File: src/rtl/rpp_header_deframer.sv
// Byte-stream deframer: checks the frame magic byte, assembles an RPP header plus destination
// address, and holds them for the routing core until acknowledged. Flags sync, framing and
// inter-byte timeout errors as single-cycle pulses.
module rpp_header_deframer #(
  parameter int unsigned HEADER_BYTES   = 18,
  parameter int unsigned DEST_BYTES     = 4,
  parameter logic [7:0]  MAGIC          = 8'h42,
  parameter int unsigned TIMEOUT_CYCLES = 255
) (
  input  logic                      clk,
  input  logic                      rst_n,
  input  logic [7:0]                byte_in,
  input  logic                      byte_valid,
  input  logic                      byte_sof,
  output logic                      byte_ready,
  output logic [8*HEADER_BYTES-1:0] header_out,
  output logic [8*DEST_BYTES-1:0]   dest_address,
  output logic                      header_valid,
  input  logic                      header_ack,
  output logic                      sync_err,
  output logic                      frame_err,
  output logic                      timeout_err,
  output logic [15:0]               frame_count
);

  localparam int unsigned HdrW = 8 * HEADER_BYTES;
  localparam int unsigned DstW = 8 * DEST_BYTES;
  localparam int unsigned CntW = $clog2(HEADER_BYTES + 1);

  typedef enum logic [1:0] {StIdle, StHdr, StDest, StHold} state_e;

  state_e            state_q, state_d;
  logic [CntW-1:0]   byte_cnt_q, byte_cnt_d;
  logic [7:0]        idle_cnt_q, idle_cnt_d;
  logic [HdrW-1:0]   hdr_shadow_q, hdr_shadow_d;
  logic [DstW-1:0]   dst_shadow_q, dst_shadow_d;
  logic [HdrW-1:0]   header_out_q, header_out_d;
  logic [DstW-1:0]   dest_address_q, dest_address_d;
  logic              header_valid_q, header_valid_d;
  logic              sync_err_q, sync_err_d;
  logic              frame_err_q, frame_err_d;
  logic              timeout_err_q, timeout_err_d;
  logic [15:0]       frame_count_q, frame_count_d;
  logic              accept;

  // Ready is a pure decode of the registered state.
  assign byte_ready   = (state_q != StHold);
  assign accept       = byte_valid && byte_ready;
  assign header_out   = header_out_q;
  assign dest_address = dest_address_q;
  assign header_valid = header_valid_q;
  assign sync_err     = sync_err_q;
  assign frame_err    = frame_err_q;
  assign timeout_err  = timeout_err_q;
  assign frame_count  = frame_count_q;

  // Next-state logic: frame assembly, SOF restart, timeout and hold/ack handshake.
  always_comb begin
    state_d        = state_q;
    byte_cnt_d     = byte_cnt_q;
    idle_cnt_d     = idle_cnt_q;
    hdr_shadow_d   = hdr_shadow_q;
    dst_shadow_d   = dst_shadow_q;
    header_out_d   = header_out_q;
    dest_address_d = dest_address_q;
    header_valid_d = header_valid_q;
    sync_err_d     = 1'b0;
    frame_err_d    = 1'b0;
    timeout_err_d  = 1'b0;
    frame_count_d  = frame_count_q;

    unique case (state_q)
      StHold: begin
        if (header_ack) begin
          header_valid_d = 1'b0;
          state_d        = StIdle;
        end
      end
      default: begin
        if (accept && byte_sof) begin
          // SOF always (re)starts framing; mid-frame it also abandons the partial frame.
          frame_err_d = (state_q != StIdle);
          idle_cnt_d  = '0;
          byte_cnt_d  = '0;
          if (byte_in == MAGIC) begin
            hdr_shadow_d = {hdr_shadow_q[HdrW-9:0], byte_in};
            byte_cnt_d   = CntW'(1);
            state_d      = StHdr;
          end else begin
            sync_err_d = 1'b1;
            state_d    = StIdle;
          end
        end else if (state_q == StIdle) begin
          // Non-SOF bytes outside a frame are dropped.
          idle_cnt_d = '0;
        end else if (accept) begin
          idle_cnt_d = '0;
          if (state_q == StHdr) begin
            hdr_shadow_d = {hdr_shadow_q[HdrW-9:0], byte_in};
            if (byte_cnt_q == CntW'(HEADER_BYTES - 1)) begin
              byte_cnt_d = '0;
              state_d    = StDest;
            end else begin
              byte_cnt_d = byte_cnt_q + CntW'(1);
            end
          end else begin
            dst_shadow_d = {dst_shadow_q[DstW-9:0], byte_in};
            if (byte_cnt_q == CntW'(DEST_BYTES - 1)) begin
              header_out_d   = hdr_shadow_q;
              dest_address_d = {dst_shadow_q[DstW-9:0], byte_in};
              header_valid_d = 1'b1;
              frame_count_d  = frame_count_q + 16'd1;
              byte_cnt_d     = '0;
              state_d        = StHold;
            end else begin
              byte_cnt_d = byte_cnt_q + CntW'(1);
            end
          end
        end else if (idle_cnt_q == 8'(TIMEOUT_CYCLES - 1)) begin
          // Counter would reach the limit on this edge with no byte arriving.
          timeout_err_d = 1'b1;
          idle_cnt_d    = '0;
          byte_cnt_d    = '0;
          state_d       = StIdle;
        end else begin
          idle_cnt_d = idle_cnt_q + 8'd1;
        end
      end
    endcase
  end

  // State and datapath registers.
  always_ff @(posedge clk or negedge rst_n) begin
    if (!rst_n) begin
      state_q        <= StIdle;
      byte_cnt_q     <= '0;
      idle_cnt_q     <= '0;
      hdr_shadow_q   <= '0;
      dst_shadow_q   <= '0;
      header_out_q   <= '0;
      dest_address_q <= '0;
      header_valid_q <= 1'b0;
      sync_err_q     <= 1'b0;
      frame_err_q    <= 1'b0;
      timeout_err_q  <= 1'b0;
      frame_count_q  <= '0;
    end else begin
      state_q        <= state_d;
      byte_cnt_q     <= byte_cnt_d;
      idle_cnt_q     <= idle_cnt_d;
      hdr_shadow_q   <= hdr_shadow_d;
      dst_shadow_q   <= dst_shadow_d;
      header_out_q   <= header_out_d;
      dest_address_q <= dest_address_d;
      header_valid_q <= header_valid_d;
      sync_err_q     <= sync_err_d;
      frame_err_q    <= frame_err_d;
      timeout_err_q  <= timeout_err_d;
      frame_count_q  <= frame_count_d;
    end
  end

endmodule

File: config.mk
export PLATFORM = sky130hd
export DESIGN_NAME = rpp_header_deframer
export DESIGN_NICKNAME = d
export VERILOG_FILES = /design/src/rtl/rpp_header_deframer.sv
export SDC_FILE = /design/constraint.sdc
export NUM_CORES = 1
export LEC_CHECK = 0
export BUFFER_PORTS_ARGS = -buffer_cell sky130_fd_sc_hd__buf_2
export CAP_MARGIN = 20
export CELL_PAD_IN_SITES_DETAIL_PLACEMENT = 1
export CELL_PAD_IN_SITES_GLOBAL_PLACEMENT = 1
export CORE_UTILIZATION = 43
export DETAILED_ROUTE_END_ITERATION = 10
export PLACE_DENSITY_LB_ADDON = 0.1
export SYNTH_ARGS = -nofsm -noshare
export SYNTH_HDL_FRONTEND = slang
export SYNTH_SLANG_ARGS = --single-unit
export TNS_END_PERCENT = 20
File: constraint.sdc
create_clock -name clk -period 5.3 [get_ports clk]
set_input_delay 0.53 -clock clk [delete_from_list [all_inputs] [get_ports clk]]
set_output_delay 0.53 -clock clk [all_outputs]
set_load 0.02 [all_outputs]
Yosys cells after proc, flatten, opt, wreduce, memory -nomap -nowiden:

Cells that the tools add are included.
Widths: inputs -> output; s select.

* word-level logic and storage cells: 95
* bits in registers: 379
* memory bits (read-only): 0
* RAM bits: 0
* bits in latches: 0
* output and inout port bits: 197
* memories kept: 0

* reduce and logical (&&, ||, !) cells: 16
* add/subtract/negate cells: 3
* $mul: 0
* bitwise logic cells: 4
* multiplexer cells: 44
* divide/modulo/power cells: 0
* shift-type cells: 0
* $lt $le $gt $ge: 0
* equality and inequality tests: 16

Operators by type and width (count)
* $mux 144: 5
* $mux 5: 7
* $mux 8: 4
* $mux 1: 19
* $mux 2: 9
* $add 16x1->16 const B: 1
* $reduce_and 5->1: 3
* $reduce_and 6->1: 2
* $reduce_bool 2->1: 5
* $add 8x1->8 const B: 1
* $eq 8x7->1 const B: 1
* $eq 8x8->1 const B: 1
* $ne 2x1->1 const B: 4
* $ne 2x2->1 const B: 3
* $add 5x1->5 const B: 1
* $eq 5x2->1 const B: 1
* $eq 5x5->1 const B: 1
* $ne 5x1->1 const B: 1
* $ne 5x3->1 const B: 1
* $not 1->1: 4
* $reduce_bool 4->1: 1
* $ne 3x2->1 const B: 1
* $reduce_and 3->1: 1
* $reduce_bool 3->1: 1
* other kinds (4): 5

Depth between registers and ports, before layout:

* depth after elaboration: 7
* gate-level depth with buffers: 8

Worst setup path after synthesis:

Ideal clock, no wire load.

* kind: input port to flip-flop
* start point: input port byte_in[5]
* end point: register hdr_shadow_q[0]
* setup slack: 3.065 ns
* arrival: 2.110 ns
* stages: 6
* cells stage by stage: nor4b_1 > a31oi_1 > nor2_2 > buf_4 > buf_4 > mux2_2

* cells in the longest elaborated chain, start to end: 3

RTL lines
* start, declared: line 12 `input logic [7:0] byte_in,`
* $eq 8x7->1: line 85 `if (byte_in == MAGIC) begin`
* $ne 2x1->1 (no source line)
* $reduce_and 5->1 (no source line)
* end signal, assigned: line 151 `hdr_shadow_q <= hdr_shadow_d;`
* end, declared: line 35 `logic [HdrW-1:0] hdr_shadow_q, hdr_shadow_d;`

Every way passes these cells.
A chain may end at the register's enable or synchronous reset.

Worst setup path in the final report:

* start point: register byte_cnt_q[0]
* end point: register frame_count_q[2] (netlist: frame_count[2])

* cells in the longest elaborated chain, start to end: 2

RTL lines
* start, declared: line 33 `logic [CntW-1:0] byte_cnt_q, byte_cnt_d;`
* start signal, assigned: line 149 `byte_cnt_q <= byte_cnt_d;`
* $eq 5x2->1: line 108 `if (byte_cnt_q == CntW'(DEST_BYTES - 1)) begin`
* $reduce_and 6->1 (no source line)
* end signal, assigned: line 159 `frame_count_q <= frame_count_d;`
* end, declared: line 43 `logic [15:0] frame_count_q, frame_count_d;`

Every way passes these cells.

==> key figures <==
Timing
  – Final setup vio count: 0
  – Max-slew violation count: 0
  – Unrepaired setup endpoints after global routing: false
  – Clock Skew: between 10 and 15 ps
  – Hold_ws: -12.94 ps
  – Period utilisation layout: between 50% and 60%
  – Sum of negative setup slack: 0 ps
  – Slew headroom: 35.09%
  – Max Clock Freq: around 350 MHz
  – Actual slew at the worst max-slew pin: a little under 1000 ps
  – Post-route minimum period: roughly 2900 ps
  – Final Hold Fails: 9

Logic synthesis
  – XOR/XNOR Fraction of Synth Area: between 1 and 1.5%
  – Yosys top cell by area: dfrtp_1
  – Adder-cell share of the synthesized area: less than 1%
  – Synth Register Bits: around 380
  – Top cell type's share of synthesized area: 64.69%
  – Mapped Cells: 1,326
  – Compound-Gate Fraction of Synth Area: between 1.5 and 2%
  – Multiplexer area fraction after synthesis: between 10% and 20%
  – Asr flop ratio synth: 100.0%
  – EDFF count, synth: 0
  – Cell Area, Synth: between 10,000 and 15,000 um2
  – Ys flop type: dfrtp_1
  – Syn_nets: approximately 1,300
  – Syn Area/Cell: approximately 11 um2
  – Synth warn: 0
  – Sequential fraction of the synthesis area: 64.69%
  – Largest family of logic cells by synthesized area: simple AND/OR/NAND/NOR gates
  – Synth unique cells: 44
  – Top post-synthesis cells by area: dfrtp_1 (65%), nand2_1 (15%), mux2_2 (11%), clkbuf_1 (0.90%), buf_4 (0.82%)
  – Post-Synth Simple-Gate Area: around 18%

Critical path
  – Max stage delay on crit path: between 700 and 800 ps
  – Crit path launch: byte_cnt_q[0]$_DFFE_PN0P_
  – Critical-path cell list: ha_1 > or4b_2 > nor2_4 > buf_4 > nand2_1 > xnor2_1
  – CP Class: flip-flop to flip-flop
  – Element type at the critical path end: flip-flop
  – Delay-heaviest family, CP: simple AND/OR/NAND/NOR gates
  – Startpoint Class: flip-flop
  – Worst Path Required: between 5000 and 6000 ps
  – CP max stage cell: or4b_2
  – Worst Path Buf+Inv: 1
  – CP arrival: roughly 3300 ps
  – Worst r2r src: byte_cnt_q[0]$_DFFE_PN0P_
  – CP Max Fanout: 43

Routing
  – DRT iter0 DRCs: slightly above 500
  – Final ANT Viol Nets: 0
  – Final wirelength: roughly 35 mm
  – Drt first pass iters: 4
  – Drc violations: 0
  – Vias/cell: around 5
  – Total number of vias: 9,879
  – WL/cell: 17.39 um

Cells and area
  – Share of layout cells above drive strength 1: between 20% and 30%
  – Synth-to-layout area growth: 19.46%
  – Fill count: roughly 3,700
  – Layout Nets: between 1,500 and 2,000
  – Most frequent cells in the layout: nand2_1 (601), dfrtp_1 (379), buf_2 (209), mux2_2 (146), clkbuf_16 (43)
  – Leading cell type in the layout, fill and taps excluded: nand2_1
  – Diode count: 0
  – Fin cells: 2,004

Die
  – Top Ports: 210
  – Die X: approximately 190 um
  – Num rows: 67
  – Core Footprint: 33,530 um2
  – Initial Utilization: 43.72%
  – Die height: approximately 190 um
  – Die Area: between 30,000 and 40,000 um2

Power
  – Clk network pwr share: between 40 and 50%
  – Sequential share of power: ~50%
  – IR drop worst, VDD: about 0.22 mV
  – Static Leak: between 0.009 and 0.01 uW
  – Cell Int Power: between 4000 and 5000 uW
  – Sw frac: approximately 23%
  – Comb power frac: between 5 and 6%
  – PwrDens: between 300 and 400 nW/um2
  – Switching pwr: roughly 1500 uW

Global route
  – GR Overflow Total: 0
  – Vias in the first global route: about 10,000
  – M2 GR Usage: roughly a third
  – GR Util met1: between 20% and 30%
  – Total GRT Usage: a little over 20%
  – GRT Max-Usage Layer: met2
  – Global-route wire length before repair: slightly below 60 mm
  – GR Layer Usage met3: under 10%
  – Pin count of the biggest net entering global routing: approximately 120
  – Antenna violations before repair: 0

Clocking
  – Clk slew on worst S/H paths: roughly 60 ps
  – Resized cells post-CTS: 0
  – H-tree levels: 2
  – CTS Sinks: between 300 and 400
  – Max clock buf depth: 3
  – CTS tree: done
  – Cts hold-fix bufs: 0
  – CTS root buffer: clkbuf_16
  – Clock Latency Late Sink: 540 ps
  – Setup Buffers After CTS: 0
  – CTS Buf Count: slightly above 40

Place
  – Hpwl dp: 22.40 mm
  – RePlAce Congestion: ~0.75
  – IO buf count: roughly 210
  – Placed insts: 1,932

Min path
  – Hold WC Path Type: primary input to asynchronous set/reset pin

Run
  – Max-cap violations: 0

Run status
  – Status: finished, violations left
  – Failing checks: negative hold slack
[area by class of cell]
type | instances | area, um2 | share of cell area (%)
Timing Repair Buffer | 225 | 1231 | 7.030
Tap cell | 448 | 560.5 | 3.200
Clock inverter | 10 | 110.1 | 0.6287
Sequential cell | 379 | 9484 | 54.15
Clock buffer | 61 | 1244 | 7.101
Inverter | 7 | 26.28 | 0.1500
Multi-Input combinational cell | 874 | 4858 | 27.74
[power by group through the flow]
stage	clock, uW	sequential (uW)	combinational (uW)
2_1_floorplan	0	3240	237
3_3_place_gp	0	3300	342
3_5_place_dp	0	3310	357
4_1_cts	2930	3260	361
5_1_grt	3050	3290	396
6_report	2860	3250	349
[routing by layer]
| metal | vias up | share of wire, % |
|---|---|---|
| met2 | 193 | 47 |
| met5 | - | 0 |
| met4 | 0 | 2.0 |
| met1 | 4965 | 46 |
| li1 | 4669 | - |
| met3 | 52 | 5.1 |
[synthesized netlist by cell type, types with 3 or more instances]
cell and instances:
mux2_2 146, nor3_1 4, mux2_1 6, a211oi_1 3
nor4b_1 3, inv_1 7, a21oi_1 7, ha_1 5
mux2i_1 4, nand2b_1 4, o21ai_0 10, xor2_1 7
buf_2 14, buf_4 16, clkbuf_1 35, nor2_1 8
xnor2_1 10, nand4_1 4, nand3_1 13, and3_1 6
nand2_1 602, a21o_1 3, dfrtp_1 379
[kinds of logic (layout without fill, tap and decap cells)]
| logic type | count (synthesis) | after routing |
|---|---|---|
| buffers and inverters | 73 | 303 |
| adder cells (fa/ha/maj) | 5 | 5 |
| flip-flops | 379 | 379 |
| multiplexers | 156 | 156 |
| AO/OA/AOI/OAI | 36 | 36 |
| XOR/XNOR | 17 | 17 |
| AND/OR/NAND/NOR | 660 | 660 |
[final timing paths]
path / to / slack [ps] / depth (start not counted)
max: frame_count[2]$_DFFE_PN0P_ / 2430 / 6
min: hdr_shadow_q[125]$_DFFE_PN0P_ / -10 / 1
max reg2reg: frame_count[2]$_DFFE_PN0P_ / 2430 / 6
min reg2reg: dest_address[31]$_DFFE_PN0P_ / 460 / 2
max in group asynchronous: header_out[58]$_DFFE_PN0P_ / 3970 / 2
min in group clk: dst_shadow_q[2]$_DFFE_PN0P_ / 280 / 3
[registers in the layout (all words and copies together) (netlist names), 2 cells and up]
signal	count
idle_cnt_q	8
header_out	144
hdr_shadow_q	144
byte_cnt_q	5
dest_address	32
frame_count	16
state_q	2
dst_shadow_q	24
[stage by stage]
stage                     utilization, %  setup slack, ps  power (uW)  instance area, um2
after floorplan                        -             3065        3474               14660
after global placement             48.10             2196        3644               16130
after detailed placement           48.11             1969        3668               16130
after CTS                          52.15             1954        6554               17490
after global routing               52.23             2190        6729               17510
final                              52.23             2426        6462               17510
(Power assumes the default switching activity.)
